<file path="config.mk">
export PLATFORM = sky130hd
export DESIGN_NAME = spi_mcp4822_dac
export DESIGN_NICKNAME = d
export VERILOG_FILES = /design/src/rtl/mcp4822_pkg.sv /design/src/rtl/spi_mcp4822_dac.sv
export SDC_FILE = /design/constraint.sdc
export NUM_CORES = 1
export LEC_CHECK = 0
export CORE_ASPECT_RATIO = 1.1
export CORE_UTILIZATION = 55
export CTS_CLUSTER_SIZE = 20
export DETAILED_ROUTE_END_ITERATION = 10
export MAX_ROUTING_LAYER = met4
export PLACE_DENSITY = 0.85
export SLEW_MARGIN = 15
export SYNTH_ARGS = -nofsm -noshare
export SYNTH_HDL_FRONTEND = slang
export SYNTH_SLANG_ARGS = --single-unit
</file>
<file path="constraint.sdc">
create_clock -name clk -period 4.05 [get_ports clk]
set_input_delay 1.0125 -clock clk [delete_from_list [all_inputs] [get_ports clk]]
set_output_delay 1.0125 -clock clk [all_outputs]
set_load 0.1 [all_outputs]
</file>
<file path="src/rtl/mcp4822_pkg.sv">
// mcp4822_pkg: shared state encoding, command layout and frame builder for the MCP4822 DAC master
package mcp4822_pkg;
  typedef enum logic [2:0] {IDLE, SETUP, SHIFT, HOLD, LS_WAIT, LDAC_PULSE} state_t;
  localparam int CMD_W    = 16;
  localparam int BIT_AB   = 15;
  localparam int BIT_GA   = 13;
  localparam int BIT_SHDN = 12;
  function automatic logic [CMD_W-1:0] mcp4822_cmd(input logic channel, input logic gain, input logic [11:0] data);
    logic [CMD_W-1:0] c;
    c = '0;
    c[BIT_AB] = channel;
    c[BIT_GA] = gain;
    c[BIT_SHDN] = 1'b1;
    c[11:0] = data;
    return c;
  endfunction
endpackage

</file>
<file path="src/rtl/spi_mcp4822_dac.sv">
// spi_mcp4822_dac: SPI mode-0 master streaming 12-bit samples to one MCP4822 channel, then pulsing LDAC
module spi_mcp4822_dac
  import mcp4822_pkg::*;
#(
  parameter logic CHANNEL  = 1'b0,
  parameter logic GAIN_1X  = 1'b1,
  parameter int   SCK_HALF = 4,
  parameter int   CS_SETUP = 2,
  parameter int   CS_HOLD  = 2,
  parameter int   LS_CYC   = 5,
  parameter int   LDAC_CYC = 13
) (
  input  logic        clk,
  input  logic        rst,
  input  logic [11:0] i_DATA,
  input  logic        i_DATA_VALID,
  output logic        MOSI,
  output logic        SCK,
  output logic        CS,
  output logic        LDAC,
  output logic        BUSY,
  output logic        o_OVERRUN
);
  localparam int M0 = SCK_HALF > CS_SETUP ? SCK_HALF : CS_SETUP;
  localparam int M1 = M0 > CS_HOLD ? M0 : CS_HOLD;
  localparam int M2 = M1 > LS_CYC ? M1 : LS_CYC;
  localparam int M3 = M2 > LDAC_CYC ? M2 : LDAC_CYC;
  localparam int CW = $clog2(M3) + 1;
  state_t             state_q, state_d;
  logic [CW-1:0]      cnt_q, cnt_d;
  logic [3:0]         idx_q, idx_d;
  logic [CMD_W-1:0]   sr_q, sr_d;
  logic [11:0]        pend_q, pend_d;
  logic               pend_full_q, pend_full_d;
  logic               dv_q, new_s;
  logic               mosi_q, mosi_d, sck_q, sck_d, cs_q, cs_d, ldac_q, ldac_d, busy_q, busy_d, ovr_q, ovr_d;
  assign new_s = i_DATA_VALID & ~dv_q;
  always_comb begin
    state_d     = state_q;
    cnt_d       = cnt_q + CW'(1);
    idx_d       = idx_q;
    sr_d        = sr_q;
    mosi_d      = mosi_q;
    sck_d       = sck_q;
    cs_d        = cs_q;
    ldac_d      = ldac_q;
    busy_d      = busy_q;
    pend_q_keep: begin end
    pend_d      = pend_q;
    pend_full_d = pend_full_q;
    ovr_d       = 1'b0;
    // Outside IDLE a new sample parks in the slot; a second one overwrites it
    if (new_s && state_q != IDLE) begin
      pend_full_d = 1'b1;
      pend_d      = i_DATA;
      ovr_d       = pend_full_q;
    end
    case (state_q)
      IDLE: begin
        cnt_d  = '0;
        idx_d  = '0;
        busy_d = 1'b0;
        if (pend_full_q || new_s) begin
          state_d     = SETUP;
          cs_d        = 1'b0;
          busy_d      = 1'b1;
          sr_d        = mcp4822_cmd(CHANNEL, GAIN_1X, pend_full_q ? pend_q : i_DATA);
          pend_full_d = pend_full_q & new_s;
          pend_d      = new_s ? i_DATA : pend_q;
        end
      end
      SETUP: if (cnt_q == CW'(CS_SETUP - 1)) begin
        state_d = SHIFT;
        cnt_d   = '0;
        mosi_d  = sr_q[CMD_W-1];
      end
      SHIFT: if (cnt_q == CW'(SCK_HALF - 1)) begin
        cnt_d = '0;
        sck_d = ~sck_q;
        if (sck_q) begin
          state_d = idx_q == 4'd15 ? HOLD : SHIFT;
          idx_d   = idx_q == 4'd15 ? 4'd0 : idx_q + 4'd1;
          sr_d    = {sr_q[CMD_W-2:0], 1'b0};
          mosi_d  = idx_q == 4'd15 ? mosi_q : sr_q[CMD_W-2];
        end
      end
      HOLD: if (cnt_q == CW'(CS_HOLD - 1)) begin
        state_d = LS_WAIT;
        cnt_d   = '0;
        cs_d    = 1'b1;
        mosi_d  = 1'b0;
      end
      LS_WAIT: if (cnt_q == CW'(LS_CYC - 1)) begin
        state_d = LDAC_PULSE;
        cnt_d   = '0;
        ldac_d  = 1'b0;
      end
      LDAC_PULSE: if (cnt_q == CW'(LDAC_CYC - 1)) begin
        state_d = IDLE;
        cnt_d   = '0;
        ldac_d  = 1'b1;
        busy_d  = pend_full_d;
      end
      default: state_d = IDLE;
    endcase
  end
  always_ff @(posedge clk) begin
    if (rst) begin
      state_q     <= IDLE;
      cnt_q       <= '0;
      idx_q       <= '0;
      sr_q        <= '0;
      pend_q      <= '0;
      pend_full_q <= 1'b0;
      dv_q        <= 1'b0;
      mosi_q      <= 1'b0;
      sck_q       <= 1'b0;
      cs_q        <= 1'b1;
      ldac_q      <= 1'b1;
      busy_q      <= 1'b0;
      ovr_q       <= 1'b0;
    end else begin
      state_q     <= state_d;
      cnt_q       <= cnt_d;
      idx_q       <= idx_d;
      sr_q        <= sr_d;
      pend_q      <= pend_d;
      pend_full_q <= pend_full_d;
      dv_q        <= i_DATA_VALID;
      mosi_q      <= mosi_d;
      sck_q       <= sck_d;
      cs_q        <= cs_d;
      ldac_q      <= ldac_d;
      busy_q      <= busy_d;
      ovr_q       <= ovr_d;
    end
  end
  assign MOSI      = mosi_q;
  assign SCK       = sck_q;
  assign CS        = cs_q;
  assign LDAC      = ldac_q;
  assign BUSY      = busy_q;
  assign o_OVERRUN = ovr_q;
endmodule

</file>
Word-level counts from Yosys, hierarchy flattened
Index checks and enable logic that the tools add are counted.
- flip-flop bits (word level): 48
- bits in latches: 0
- bits in writable memories: 0
- memory bits (read-only): 0
- logic and storage cells: 103
- memories kept: 0
- add/sub/neg operators: 2
- multiply operators: 0
- divide/modulo/power cells: 0
- order comparisons: 0
- equality and inequality tests: 19
- shift operators: 0
- mux-type cells: 45
- bitwise operators: 5
- reduce and logical (&&, ||, !) cells: 19
- operator list (kind ; count):
    $mux 12 ; 5
    $mux 16 ; 3
    $pmux 16 s2 ; 1
    $pmux 5 s5 ; 1
    $mux 3 ; 7
    $mux 5 ; 4
    $pmux 3 s6 ; 1
    $ne 2x2->1 const B ; 8
    $mux 1 ; 15
    $mux 4 ; 3
    $reduce_and 3->1 ; 3
    $pmux 4 s2 ; 1
    $reduce_bool 2->1 ; 4
    $reduce_and 7->1 ; 1
    $eq 3x2->1 const B ; 2
    $eq 3x3->1 const B ; 2
    $pmux 1 s2 ; 3
    $reduce_and 6->1 ; 1
    $reduce_bool 3->1 ; 2
    $add 5x1->5 const B ; 1
    $eq 5x1->1 const B ; 1
    $eq 5x2->1 const B ; 1
    $eq 5x3->1 const B ; 1
    $eq 5x4->1 const B ; 1
    13 further kinds ; 18

Depth between registers and ports, before layout
Gate-level depths: netlist of run 1.
- depth in word-level cells: 6
- depth in mapped cells: 6

Least setup slack after synthesis of run 1
No wires, ideal clock.
- kind: input port to flip-flop
- from: in i_DATA_VALID
- to: reg sr_q[10]
- setup time: 124 ps
- arrival: 2054 ps
- data required time: 3926 ps
- slack: 1872 ps
- cell stages on the path: 6
- path buffers: 2
- cells stage by stage: nor2b_1 > clkbuf_1 > o31ai_1 > nor2_4 > buf_6 > mux2i_1
- word-level cells in the longest chain between the ends: 4
- RTL lines (element ; line ; RTL):
    from (decl) ; spi_mcp4822_dac.sv:16 ; input logic i_DATA_VALID,
    $and 1x1->1 ; spi_mcp4822_dac.sv:37 ; assign new_s = i_DATA_VALID & ~dv_q;
    $logic_or 1x1->1 ; spi_mcp4822_dac.sv:63 ; if (pend_full_q || new_s) begin
    $ne 2x2->1 (no line) ; - ;
    $reduce_and 4->1 (no line) ; - ;
    to (signal assigned) ; spi_mcp4822_dac.sv:126 ; sr_q <= sr_d;
    to (decl) ; spi_mcp4822_dac.sv:32 ; logic [CMD_W-1:0] sr_q, sr_d;
No other way between the ends.
A chain may end at the register's enable or synchronous reset.

Worst setup path in the final report of run 1
- from: reg sck_q (netlist: SCK)
- to: out SCK
- RTL lines (element ; line ; RTL):
    from (decl) ; spi_mcp4822_dac.sv:36 ; logic mosi_q, mosi_d, sck_q, sck_d, cs_q, cs_d, ldac_q, ldac_d, busy_q, busy_d, ovr_q, ovr_d;
    from (signal assigned) ; spi_mcp4822_dac.sv:131 ; sck_q <= sck_d;
    to (decl) ; spi_mcp4822_dac.sv:18 ; output logic SCK,
No word-level cell between the ends.

==> reports/qor_table.md, run 1 <==
| Quantity | Value | Unit |
| --- | --- | --- |
| Maximum clock frequency | 0.331 | GHz |
| Peak per-stage delay on the critical path | 1.20 | ns |
| Final nets | 303 | - |
| Initial DRC Count | 121 | - |
| Clk network pwr share | 0.293 | - |
| Final Hold Slack | 0.457 | ns |
| Cells along the critical path | clkdlybuf4s50_1 | - |
| Number of design rule violations left after detail routing | 0 | - |
| Vert. Die Dim | 70.1 | um |
| Wire length of the first global-routing pass | 7.97 | mm |
| Final count of hold timing violations | 0 | - |
| Post-route cell area | 2610 | sq um |
| Pin count of the biggest net entering global routing | 28 | - |
| Register bit total from synthesis | 48 | - |
| Total Routed Length | 4.63 | mm |
| Arrival time at the worst endpoint | 2.01 | ns |
| Syn Area/Cell | 8.44 | sq um |
| Final weighted congestion of routability-driven global placement | 0.829 | - |
| Hold-fix buffers, CTS | 0 | - |
| Top post-synthesis cells by area | sky130_fd_sc_hd__dfxtp_1, sky130_fd_sc_hd__mux2i_1, sky130_fd_sc_hd__nand2_1 | - |
| Number of setup buffers added after CTS | 0 | - |
| Floorplan die width | 63.9 | um |
| Top Family by Delay on Critical Path | buffers and inverters | - |
| Crit path max-delay cell type | sky130_fd_sc_hd__clkdlybuf4s50_1 | - |
| Result of the run | finished clean | - |
| Post-synth cell types | 46 | - |
| Area Overhead vs Synth | 12.2 | % |
| Internal Power | 0.711 | mW |
| Worst Setup Start Kind | register | - |
| Slew at the pin closest to its max-slew limit | 0.965 | ns |
| Cell area after placement | 2510 | sq um |
| Drt first pass iters | 4 | - |
| Cts bufs inserted | 5 | - |
| Root buffer cell | sky130_fd_sc_hd__clkbuf_8 | - |
| Final global-route overflow total | 0 | - |
| Full die area | 4480 | sq um |
| Synthesized cell area | 2320 | sq um |
| Static power due to leakage | 0.957 | nW |
| ANT nets after route | 0 | - |
| Antenna violations before repair | 0 | - |
| Worst Path Class, Setup | register to output pin | - |
| Port bufs | 20 | - |
| VDD IR max | 0.000223 | V |
| I/O pin total | 21 | - |
| RSZ-0062 raised after global routing | no | - |
| GRT Overall Usage | 0.234 | - |
| Post-detail-place hpwl | 3.04 | mm |
| Share of total power in combinational logic | 0.172 | - |
| Fraction of the yosys area taken by sequential cells | 0.414 | - |
| Area share of the largest cell type after synthesis | 0.414 | - |
| Area of the core region | 3990 | sq um |
| Vias in the first global route | 1850 | - |
| Post-Route Skew | 0.00620 | ns |
| Crit-path max FO | 9 | - |
| Initial core utilization | 0.581 | - |
| CTS resizes | 0 | - |
| Path class of the lowest-slack min-delay path | register to register | - |
| Predominant post-synthesis flop cell | sky130_fd_sc_hd__dfxtp_1 | - |
| Number of violations of the max-capacitance limit | 0 | - |
| Final Power | 0.991 | mW |
| Number of vias in the routed layout | 1937 | - |
| Clock transition at the register clock pins on the worst setup and hold paths after CTS | 0.09 | ns |
| Switching power summed over all nets | 0.280 | mW |
| Worst slack, placed | 1.19 | ns |
| Yosys warnings | 0 | - |
| Max-slew violation count | 0 | - |
| Latest clock arrival within the worst-skew pair | 0.29 | ns |
| Deepest clock path buffer count | 2 | - |
| Final Setup Violations | 0 | - |
| Worst relative slew slack | 0.354 | - |
| Wire length per cell | 13.7 | um |
| H-tree depth | 2 | - |
| Number of synthesized flops with an enable pin | 0 | - |
| Fraction of final layout cells with drive strength greater than 1 | 0.0702 | - |
| Detail-routed via count per cell | 5.75 | - |
| Total Neg Setup Slack | 0 | ns |
| Synth Instances | 275 | - |
| Number of sinks driven by the clock tree | 48 | - |
| Diodes inserted | 0 | - |
| CP required | 3.04 | ns |
| Net Count, Synth | 294 | - |
| Seq pwr share | 0.536 | - |
| Final WS setup | 1.03 | ns |
| Min Clock Period, post-route | 3.02 | ns |
| Placement row count | 24 | - |
| Fraction of power spent switching nets | 0.282 | - |
| Tcrit/Tclk final | 0.746 | - |
| Crit path buf inv count | 1 | - |
| Post-synthesis async set-or-reset flop share | 0 | - |
| TritonCTS clock tree | done | - |
| Cell area power density | 381 | nW/um^2 |
| Library cell with the largest summed area after synthesis | sky130_fd_sc_hd__dfxtp_1 | - |
| Endpoint class of the critical path | output pin | - |
==> registers in the layout (all words and copies together), names as in the netlist <==
signal,count
idx_q,4
state_q,3
pend_full_q,1
SCK,1
BUSY,1
LDAC,1
cnt_q,5
MOSI,1
pend_q,12
CS,1
sr_q,16
o_OVERRUN,1
dv_q,1
==> path summary, 6_finish.rpt <==
path              cells after the start    endpoint       start  slack [ns]
setup / recovery                      1         SCK         SCK        1.03
hold / removal                        2  pend_q[10]  pend_q[10]        0.46
setup reg to reg                      5     sr_q[7]    cnt_q[0]        1.94
hold reg to reg                       2  pend_q[10]  pend_q[10]        0.46
==> per-layer routing <==
metal,track usage,vias up,part of all wire
met5,-,-,0
met1,0.264,916,0.44
met4,0.101,0,0.018
li1,-,975,-
met3,0.0458,8,0.030
met2,0.397,38,0.51
==> layout by cell type (no fill, tap or decap), types with 2 or more instances in the layout <==
cell	n
sky130_fd_sc_hd__a21oi_1	22
sky130_fd_sc_hd__a31oi_1	3
sky130_fd_sc_hd__buf_4	3
sky130_fd_sc_hd__clkbuf_8	6
sky130_fd_sc_hd__clkdlybuf4s50_1	20
sky130_fd_sc_hd__clkinv_2	2
sky130_fd_sc_hd__dfxtp_1	48
sky130_fd_sc_hd__ha_1	4
sky130_fd_sc_hd__inv_1	6
sky130_fd_sc_hd__mux2i_1	23
sky130_fd_sc_hd__nand2_1	60
sky130_fd_sc_hd__nand2b_1	3
sky130_fd_sc_hd__nand3_1	7
sky130_fd_sc_hd__nand3b_1	2
sky130_fd_sc_hd__nand4_1	2
sky130_fd_sc_hd__nand4b_1	2
sky130_fd_sc_hd__nor2_1	10
sky130_fd_sc_hd__nor2b_1	3
sky130_fd_sc_hd__nor3b_1	3
sky130_fd_sc_hd__o211ai_1	11
sky130_fd_sc_hd__o21ai_0	12
sky130_fd_sc_hd__o221a_2	2
sky130_fd_sc_hd__or2_2	2
sky130_fd_sc_hd__or3_1	3
sky130_fd_sc_hd__xnor2_1	2
sky130_fd_sc_hd__xor2_1	4
==> metrics by stage <==
step | util | cells
6_report | 0.652 | 337
4_1_cts | 0.652 | 337
3_5_place_dp | 0.629 | 329
5_1_grt | 0.652 | 337
3_3_place_gp | 0.629 | 329
2_1_floorplan | - | 275
==> synth_stat cells (3+ instances only) <==
library cell                n
sky130_fd_sc_hd__o211ai_1  11
sky130_fd_sc_hd__ha_1       4
sky130_fd_sc_hd__clkbuf_1  17
sky130_fd_sc_hd__nand3_1    7
sky130_fd_sc_hd__nor2b_1    3
sky130_fd_sc_hd__dfxtp_1   48
sky130_fd_sc_hd__a21oi_1   22
sky130_fd_sc_hd__nor3b_1    3
sky130_fd_sc_hd__or3_1      3
sky130_fd_sc_hd__o21ai_0   12
sky130_fd_sc_hd__inv_1      6
sky130_fd_sc_hd__nand2b_1   3
sky130_fd_sc_hd__mux2i_1   23
sky130_fd_sc_hd__nor2_1    10
sky130_fd_sc_hd__a31oi_1    3
sky130_fd_sc_hd__nand2_1   60
sky130_fd_sc_hd__xor2_1     4
==> cell type report <==
type	count	area [sq um]
flip-flops and latches	48	961
well taps	52	65.1
repair buffers	23	223
fillers	338	1390
clock inverters	2	10.0
inverters	6	22.5
clock buffers	6	82.6
multi-input cells	200	1240
==> power by group through the flow <==
stage          sequential, mW  combinational, mW  clock, mW
6_report                0.531              0.170      0.290
5_1_grt                 0.536              0.189      0.321
4_1_cts                 0.531              0.171      0.300
3_5_place_dp            0.541              0.169          0
3_3_place_gp            0.541              0.166          0
2_1_floorplan           0.550              0.117          0
==> worst register-to-register path: stages, from the launching register on <==
cell and delay (ns):
sky130_fd_sc_hd__dfxtp_1 0.40, sky130_fd_sc_hd__ha_1 0.24, sky130_fd_sc_hd__nor4b_4 0.48, sky130_fd_sc_hd__a21oi_2 0.23
sky130_fd_sc_hd__nor2_4 0.44, sky130_fd_sc_hd__mux2i_1 0.25
==> cell families (layout without fill, tap and decap cells) <==
family                   Yosys count  count (layout)  synth area share
AND/OR/NAND/NOR                  106             106             0.225
AO/OA/AOI/OAI                     61              61             0.166
flip-flops                        48              48             0.414
adder cells (fa/ha/maj)            4               4            0.0216
buffers and inverters             27              37            0.0512
multiplexers                      23              23            0.0992
XOR/XNOR                           6               6            0.0226
Power figures use the tool's default switching activity.
==> run 2, diff against run 1 <==
==> constraint.sdc (replaced) <==
create_clock -name clk -period 3.13 [get_ports clk]
set_input_delay 0.7825 -clock clk [delete_from_list [all_inputs] [get_ports clk]]
set_output_delay 0.7825 -clock clk [all_outputs]
set_load 0.1 [all_outputs]
==> reports/qor_table.md, run 2 (same netlist as run 1, synthesis figures left out) <==
| Quantity | Value | Unit | vs previous |
| --- | --- | --- | --- |
| Result of the run | finished clean | - | unchanged |
| ANT nets after route | 0 | - | unchanged |
| Clock transition at the register clock pins on the worst setup and hold paths after CTS | 0.09 | ns | about the same |
| TritonCTS clock tree | done | - | unchanged |
| Cts bufs inserted | 5 | - | unchanged |
| Area of the core region | 3990 | sq um | unchanged |
| GRT Overall Usage | 0.225 | - | was 0.234 |
| Vert. Die Dim | 70.1 | um | unchanged |
| Number of design rule violations left after detail routing | 0 | - | unchanged |
| Total Neg Setup Slack | 0 | ns | unchanged |
| I/O pin total | 21 | - | unchanged |
| Met3 wire length | 132 | um | was 137 um |
| Final global-route overflow total | 0 | - | unchanged |
| Final nets | 304 | - | was 303 |
| Path class of the lowest-slack min-delay path | register to register | - | unchanged |
| Min Clock Period, post-route | 2.12 | ns |  |
| Number of sinks driven by the clock tree | 48 | - | unchanged |
| Initial DRC Count | 190 | - | was 121 |
| Fraction of final layout cells with drive strength greater than 1 | 0.0874 | - | was 0.0702 |
| Latest clock arrival within the worst-skew pair | 0.30 | ns | was 0.29 ns |
| Fraction of the core area covered by cells at the end of the flow | 0.650 | - | was 0.652 |
| Post-route cell area | 2590 | sq um | was 2610 sq um |
| Vias in the first global route | 1825 | - | was 1850 |
| Reg with most FFs | sr_q | - | unchanged |
| Worst Setup Start Kind | input port | - | was register |
| Commonest non-fill, non-tap cell in the layout | sky130_fd_sc_hd__nand2_1 | - | unchanged |
| Cell area power density | 492 | nW/um^2 | was 381 nW/um^2 |
| Diodes inserted | 0 | - | unchanged |
| Filler instances | 331 | - | was 338 |
| Post-detail-place hpwl | 3.12 | mm | was 3.04 mm |
| Highest Signal Layer | met4 | - | unchanged |
| Placed instance count | 330 | - | was 329 |
| Cell area after placement | 2500 | sq um | was 2510 sq um |
| Initial core utilization | 0.581 | - | unchanged |
| Tcrit/Tclk final | 0.678 | - |  |
| Wire length per cell | 13.1 | um | was 13.7 um |
| Arrival time at the worst endpoint | 2.32 | ns | was 2.01 ns |
| Total area of sequential cells | 961 | sq um | unchanged |
| Floorplan die width | 63.9 | um | unchanged |
| VDD IR max | 0.000308 | V | was 0.000223 V |
| Drt first pass iters | 4 | - | unchanged |
| Static power due to leakage | 0.965 | nW | was 0.957 nW |
| CTS resizes | 0 | - | unchanged |
| Max-slew violation count | 0 | - | unchanged |
| Final Power | 1.28 | mW | was 0.991 mW |
| Hold-fix buffers, CTS | 0 | - | unchanged |
| Metal1 wirelength | 1.94 | mm | was 2.03 mm |
| Worst relative slew slack | 0.582 | - | was 0.354 |
| Pin count of the biggest net entering global routing | 27 | - | was 28 |
| Number of vias in the routed layout | 1888 | - | was 1937 |
| Final count of hold timing violations | 0 | - | unchanged |
| RSZ-0062 raised after global routing | no | - | unchanged |
| Detail-routed via count per cell | 5.59 | - | was 5.75 |
| Post-Route Skew | 0.00712 | ns | was 0.00620 ns |
| CP required | 3.33 | ns | was 3.04 ns |
| Root buffer cell | sky130_fd_sc_hd__clkbuf_8 | - | unchanged |
| Endpoint class of the critical path | register | - | was output pin |
| DR WL met2 | 2.29 | mm | was 2.37 mm |
| Number of flip-flops in the largest register | 16 | - | unchanged |
| Final Setup Violations | 0 | - | unchanged |
| Port bufs | 20 | - | unchanged |
| Crit-path max FO | 14 | - | was 9 |
| Final weighted congestion of routability-driven global placement | 0.883 | - | was 0.829 |
| Antenna violations before repair | 0 | - | unchanged |
| Placement row count | 24 | - | unchanged |
| H-tree depth | 2 | - | unchanged |
| Wire length of the first global-routing pass | 7.70 | mm | was 7.97 mm |
| Area Overhead vs Synth | 11.8 | % | was 12.2% |
| Biggest registers after layout | sr_q: 16 flops, pend_q: 12 flops, cnt_q: 5 flops | - | unchanged |
| Non-filler cells, final | 338 | - | was 337 |
| Deepest clock path buffer count | 2 | - | unchanged |
| Most frequent cells in the layout | sky130_fd_sc_hd__nand2_1, sky130_fd_sc_hd__dfxtp_1, sky130_fd_sc_hd__mux2i_1 | - | unchanged |
| Full die area | 4480 | sq um | unchanged |
| Footprint of the multi-input gates | 1240 | sq um | unchanged |
| Total Routed Length | 4.43 | mm | was 4.63 mm |
| Maximum clock frequency | 0.471 | GHz |  |
| Slew at the pin closest to its max-slew limit | 0.619 | ns | was 0.965 ns |
| Worst Path Class, Setup | input port to register | - | was register to output pin |
| Number of violations of the max-capacitance limit | 0 | - | unchanged |
| Number of setup buffers added after CTS | 0 | - | unchanged |
run 2: path summary, 6_finish.rpt:
path	to	slack, ns	cells past startpoint	from
hold / removal	pend_q[11]	0.46	2	pend_q[11]
setup reg to reg	sr_q[8]	1.03	5	cnt_q[0]
setup / recovery	sr_q[13]	1.01	5	i_DATA_VALID
hold reg to reg	pend_q[11]	0.46	2	pend_q[11]
run 2: final cells by class:
cell class | count | area share
tap | 52 | 0.0251
multi-input combinational | 200 | 0.478
timing repair buffer | 24 | 0.0829
clock buffer | 8 | 0.0347
inverter | 6 | 0.00868
sequential | 48 | 0.370
run 2: report_power, final:
part	switching (mW)	total, mW	internal (mW)
combinational	0.129	0.222	0.0923
clock	0.193	0.373	0.180
sequential	0.0311	0.682	0.651
run 2: worst max-delay path, stage by stage:
cell and delay (ns):
sky130_fd_sc_hd__clkdlybuf4s50_1 0.42, sky130_fd_sc_hd__nor2b_1 0.16, sky130_fd_sc_hd__o31ai_1 0.45, sky130_fd_sc_hd__nor2_4 0.19, sky130_fd_sc_hd__o221a_2 0.31
run 2: stage by stage:
stage / setup slack, ns / hold WS, ns
detailed placement: 0.683 / 0.448
global route: 0.845 / 0.475
finish: 1.01 / 0.456
floorplan: 1.13 / 0.430
CTS: 1.01 / 0.459
global placement: 0.722 / 0.442
run 2: metal layers:
layer,track usage,vias to the layer above
li1,-,975
met1,0.242,874
met2,0.396,32
met3,0.0588,7
met4,0.0783,0
met5,-,-
==> RTL edit 1, RTL diff (config.mk and constraints of run 2) <==
Change the parameter `SCK_HALF` from 4 to 8.
--- a/src/rtl/spi_mcp4822_dac.sv
+++ b/src/rtl/spi_mcp4822_dac.sv
@@ -4,7 +4,7 @@
 #(
   parameter logic CHANNEL  = 1'b0,
   parameter logic GAIN_1X  = 1'b1,
-  parameter int   SCK_HALF = 4,
+  parameter int   SCK_HALF = 8,
   parameter int   CS_SETUP = 2,
   parameter int   CS_HOLD  = 2,
   parameter int   LS_CYC   = 5,
Formal check against the unedited RTL: not equivalent (a bounded check fails within 10 cycles, from zero or initial values and one cycle with rst high).
==> RTL edit 1 against run 2 <==
Count of clock-buffer cells in the layout fell by 3; die area grew 5.6%; critical path depth stayed put; register-to-register slack lost 0.12 ns; power rose by 26%; highest routed layer unchanged; wire length rose by 9.2%; worst hold slack barely moved; critical path type unchanged; via count rose by 9.6%; worst setup slack got worse by 0.14 ns; area after synthesis up 5.8%; fmax fell by 6.4%; cell area grew 3.5%; sequential cell count is the same; global-route usage up 1.1 points; largest power group unchanged.
==> RTL edit 1: results <==
set metrics [dict create \
    status "finished, final reports clean" \
    crit_slowest_cell "o21ai_1" \
    clk_latency_ns 0.31 \
    dr_total_vias 2069 \
    cts_buffer_depth 2 \
    skew_ns 0.0101 \
    worst_pin_slew_ns 1.05 \
    reg.largest.list "sr_q x16, pend_q x12, cnt_q x5" \
    grt_pass1_vias 1862 \
    async_flop_share_pct 0 \
    gp_congestion 0.831 \
    cts_root_buf "clkbuf_8" \
    synthDistinctLibCells 52 \
    drtPass1Iterations 4 \
    cts_resized 0 \
    layout-drive-gt1-share_pct 9.56 \
    hpwl_um 3160 \
    wl_met2_um 2330 \
    placement.io_buffers 20 \
    grt_max_degree 48 \
    cp_max_fo 15 \
    clk_pin_slew_worst_paths_ns 0.09 \
    synthFlopType "dfxtp_1" \
    dpl_cell_area_sq_um 2570 \
    initialDrtViolationCount 148 \
    worst_ep_arrival_time_ns 2.50 \
    power.leakage_nw 0.943 \
    routed.top_layer "met4" \
    ys_warn_count 0 \
    synth_common_cells "dfxtp_1, nand2_1, a21oi_1" \
    hold_path.class "flip-flop to flip-flop" \
    antenna_found_initial 0 \
    grt_usage_pct 23.6 \
    dp_slack_ns 0.555 \
    n_fill_cell 362 \
    synth-seq-area-share_pct 39.1 \
    grt_pass1_wl_um 8470 \
    peakVddDrop_v 0.000505 \
    wirelength_um 4840 \
    ctsHtreeMaxLevel 2 \
    antenna-diode-count 0 \
    cts_made_buffers 5 \
    nets 311 \
    synthTopCellsByArea "dfxtp_1, a21oi_1, nand2_1" \
    max_stage_delay_ns 0.81 \
    wl_met3_um 208 \
    post_cts_buffers 0 \
    wl_met1_um 2240 \
]
-- RTL edit 1: layout make-up --
cell class	instances	area share, %
clock buffers	5	2.56
well taps	54	2.52
multi-input cells	207	48.8
inverters	7	0.979
clock inverters	3	1.58
flip-flops and latches	48	35.8
repair buffers	23	7.74
-- RTL edit 1: per-layer routing --
layer,track usage [%],vias to the layer above
met5,-,-
met1,31.6,977
li1,-,1029
met2,34.4,55
met3,5.66,8
met4,8.94,0
-- RTL edit 1: final timing paths --
check	endpoint	slack, ns	cells past startpoint	startpoint
setup / recovery	sr_q[1]$_SDFFE_PP0P_	0.86	5	i_DATA_VALID
hold / removal	pend_q[4]$_SDFFE_PP0P_	0.46	2	pend_q[4]$_SDFFE_PP0P_
setup reg to reg	sr_q[3]$_SDFFE_PP0P_	0.91	5	cnt_q[0]$_SDFF_PP0_
hold reg to reg	pend_q[4]$_SDFFE_PP0P_	0.46	2	pend_q[4]$_SDFFE_PP0P_
-- RTL edit 1: metrics by stage --
| stage | hold WS (ns) | cells | total power, mW | utilization [%] |
|---|---|---|---|---|
| global placement | 0.441 | 339 | 1.15 | 60.1 |
| global route | 0.480 | 347 | 1.69 | 62.7 |
| detailed placement | 0.447 | 339 | 1.16 | 60.1 |
| floorplan | 0.436 | 287 | 1.08 | - |
| finish | 0.457 | 347 | 1.61 | 62.7 |
| CTS | 0.459 | 347 | 1.61 | 62.7 |
-- RTL edit 1: kinds of logic after synthesis --
group	after synthesis	synth area share, %
mux	13	5.35
xor+xnor	6	2.14
buf+inv	32	7.44
fa+ha+maj	4	2.04
flops	48	39.1
compound gates	72	20.2
simple gates	112	23.6
-- RTL edit 1: report_power, final --
group | switching [mW] | leakage [nW] | internal [mW]
logic | 0.240 | 0.497 | 0.163
clock network | 0.220 | 0.0541 | 0.237
registers | 0.0763 | 0.392 | 0.672
-- RTL edit 1: worst max-delay path, delay by kind of cell --
kind / cells / cell delay [ns]
AO/OA/AOI/OAI: 2 / 0.98
buffers and inverters: 1 / 0.42
AND/OR/NAND/NOR: 2 / 0.33
==> RTL edit 2, RTL diff (flow settings as in run 2) <==
Made on the original files. Reset style: asynchronous (`rst`), changed in one clocked block.
--- a/src/rtl/spi_mcp4822_dac.sv
+++ b/src/rtl/spi_mcp4822_dac.sv
@@ -104,7 +104,7 @@
       default: state_d = IDLE;
     endcase
   end
-  always_ff @(posedge clk) begin
+  always_ff @(posedge clk or posedge rst) begin
     if (rst) begin
       state_q     <= IDLE;
       cnt_q       <= '0;
Behaviour: differs if rst is asserted again (counterexample within 4 cycles, from zero or initial values and one cycle with rst high); with rst held inactive, the same outputs for 10 cycles.
==> RTL edit 2 against run 2 <==
Cell area up 7.6%; area after synthesis up 6.6%; wire length down 1.4%; worst setup slack worse by 0.23 ns; via count down 13%; non-clock buffer count up 1; utilization down 0.28 points; sequential cell count unchanged; register-to-register slack worse by 0.20 ns; clock skew down 0.0015 ns; count of clock-buffer cells in the layout unchanged.
Power is not compared: it rests on default switching activity, and its combinational part moved more than twofold at a synthesized area within 25%.
==> RTL edit 2: results <==
set metrics [dict create \
    use_met3_pct 4.87 \
    fin_crit_sh_pct 75.3 \
    wl_met2_um 2080 \
    timing.rr.start "state_q[0]$_DFFE_PP0P_" \
    worstHoldPathCells 1 \
    synthFlopType "dfrtp_1" \
    async_flop_share_pct 100 \
    whs_ns 0.489 \
    grt_max_degree 49 \
    gp_congestion 0.885 \
    areaGrowthSynthToFinish_pct 12.8 \
    crit_slowest_cell "a21oi_4" \
    avgSynthCellArea_sq_um 11.3 \
    min_from "idx_q[3]$_DFFE_PP0P_" \
    wl_met3_um 124 \
    nets 258 \
    grt_pass1_wl_um 7710 \
    hold_end "idx_q[3]$_DFFE_PP0P_" \
    synth.mux.area_fraction_pct 18.3 \
    synth_common_cells "dfrtp_1, mux2_2, o21ai_0" \
    status "finished, final reports clean" \
    synth-seq-area-share_pct 48.6 \
    r2r_cells 4 \
    n_fill_cell 349 \
    synthDistinctLibCells 44 \
    cp_max_fo 15 \
    grt.met1_usage_pct 30.0 \
    final_cells 294 \
    max_stage_delay_ns 0.54 \
    worst_pin_slew_ns 0.739 \
    synthTopCellsByArea "dfrtp_1, mux2_2, mux2i_1" \
    met2_usage_pct 33.0 \
]
[RTL edit 2: changes by cell type in the layout (fill, tap and decap cells not counted), moves of 3 or more]
| cell | before | now |
|---|---|---|
| a21oi_1 | 22 | 6 |
| inv_1 | 6 | 9 |
| nor3_1 | 1 | 4 |
| mux2_4 | 0 | 8 |
| mux2i_1 | 23 | 13 |
| nand2_1 | 60 | 16 |
| dfxtp_1 | 48 | 0 |
| mux2_2 | 0 | 18 |
| a22o_1 | 0 | 3 |
| a21o_1 | 0 | 4 |
| dfrtp_1 | 0 | 46 |
| o21ai_0 | 12 | 17 |
| o211ai_1 | 11 | 2 |
[RTL edit 2: worst register-to-register path: stages, from the launching register on]
cell     delay [ns]
dfrtp_1        0.58
nor3_2         0.41
o21ai_0        0.24
a21oi_4        0.54
mux2_2         0.41
[RTL edit 2: area by class of cell]
type,instances,area share (%)
clock buffer,8,3.23
timing repair buffer,25,7.97
tap,54,2.42
inverter,10,1.34
multi-input combinational,149,41.9
sequential,48,43.1
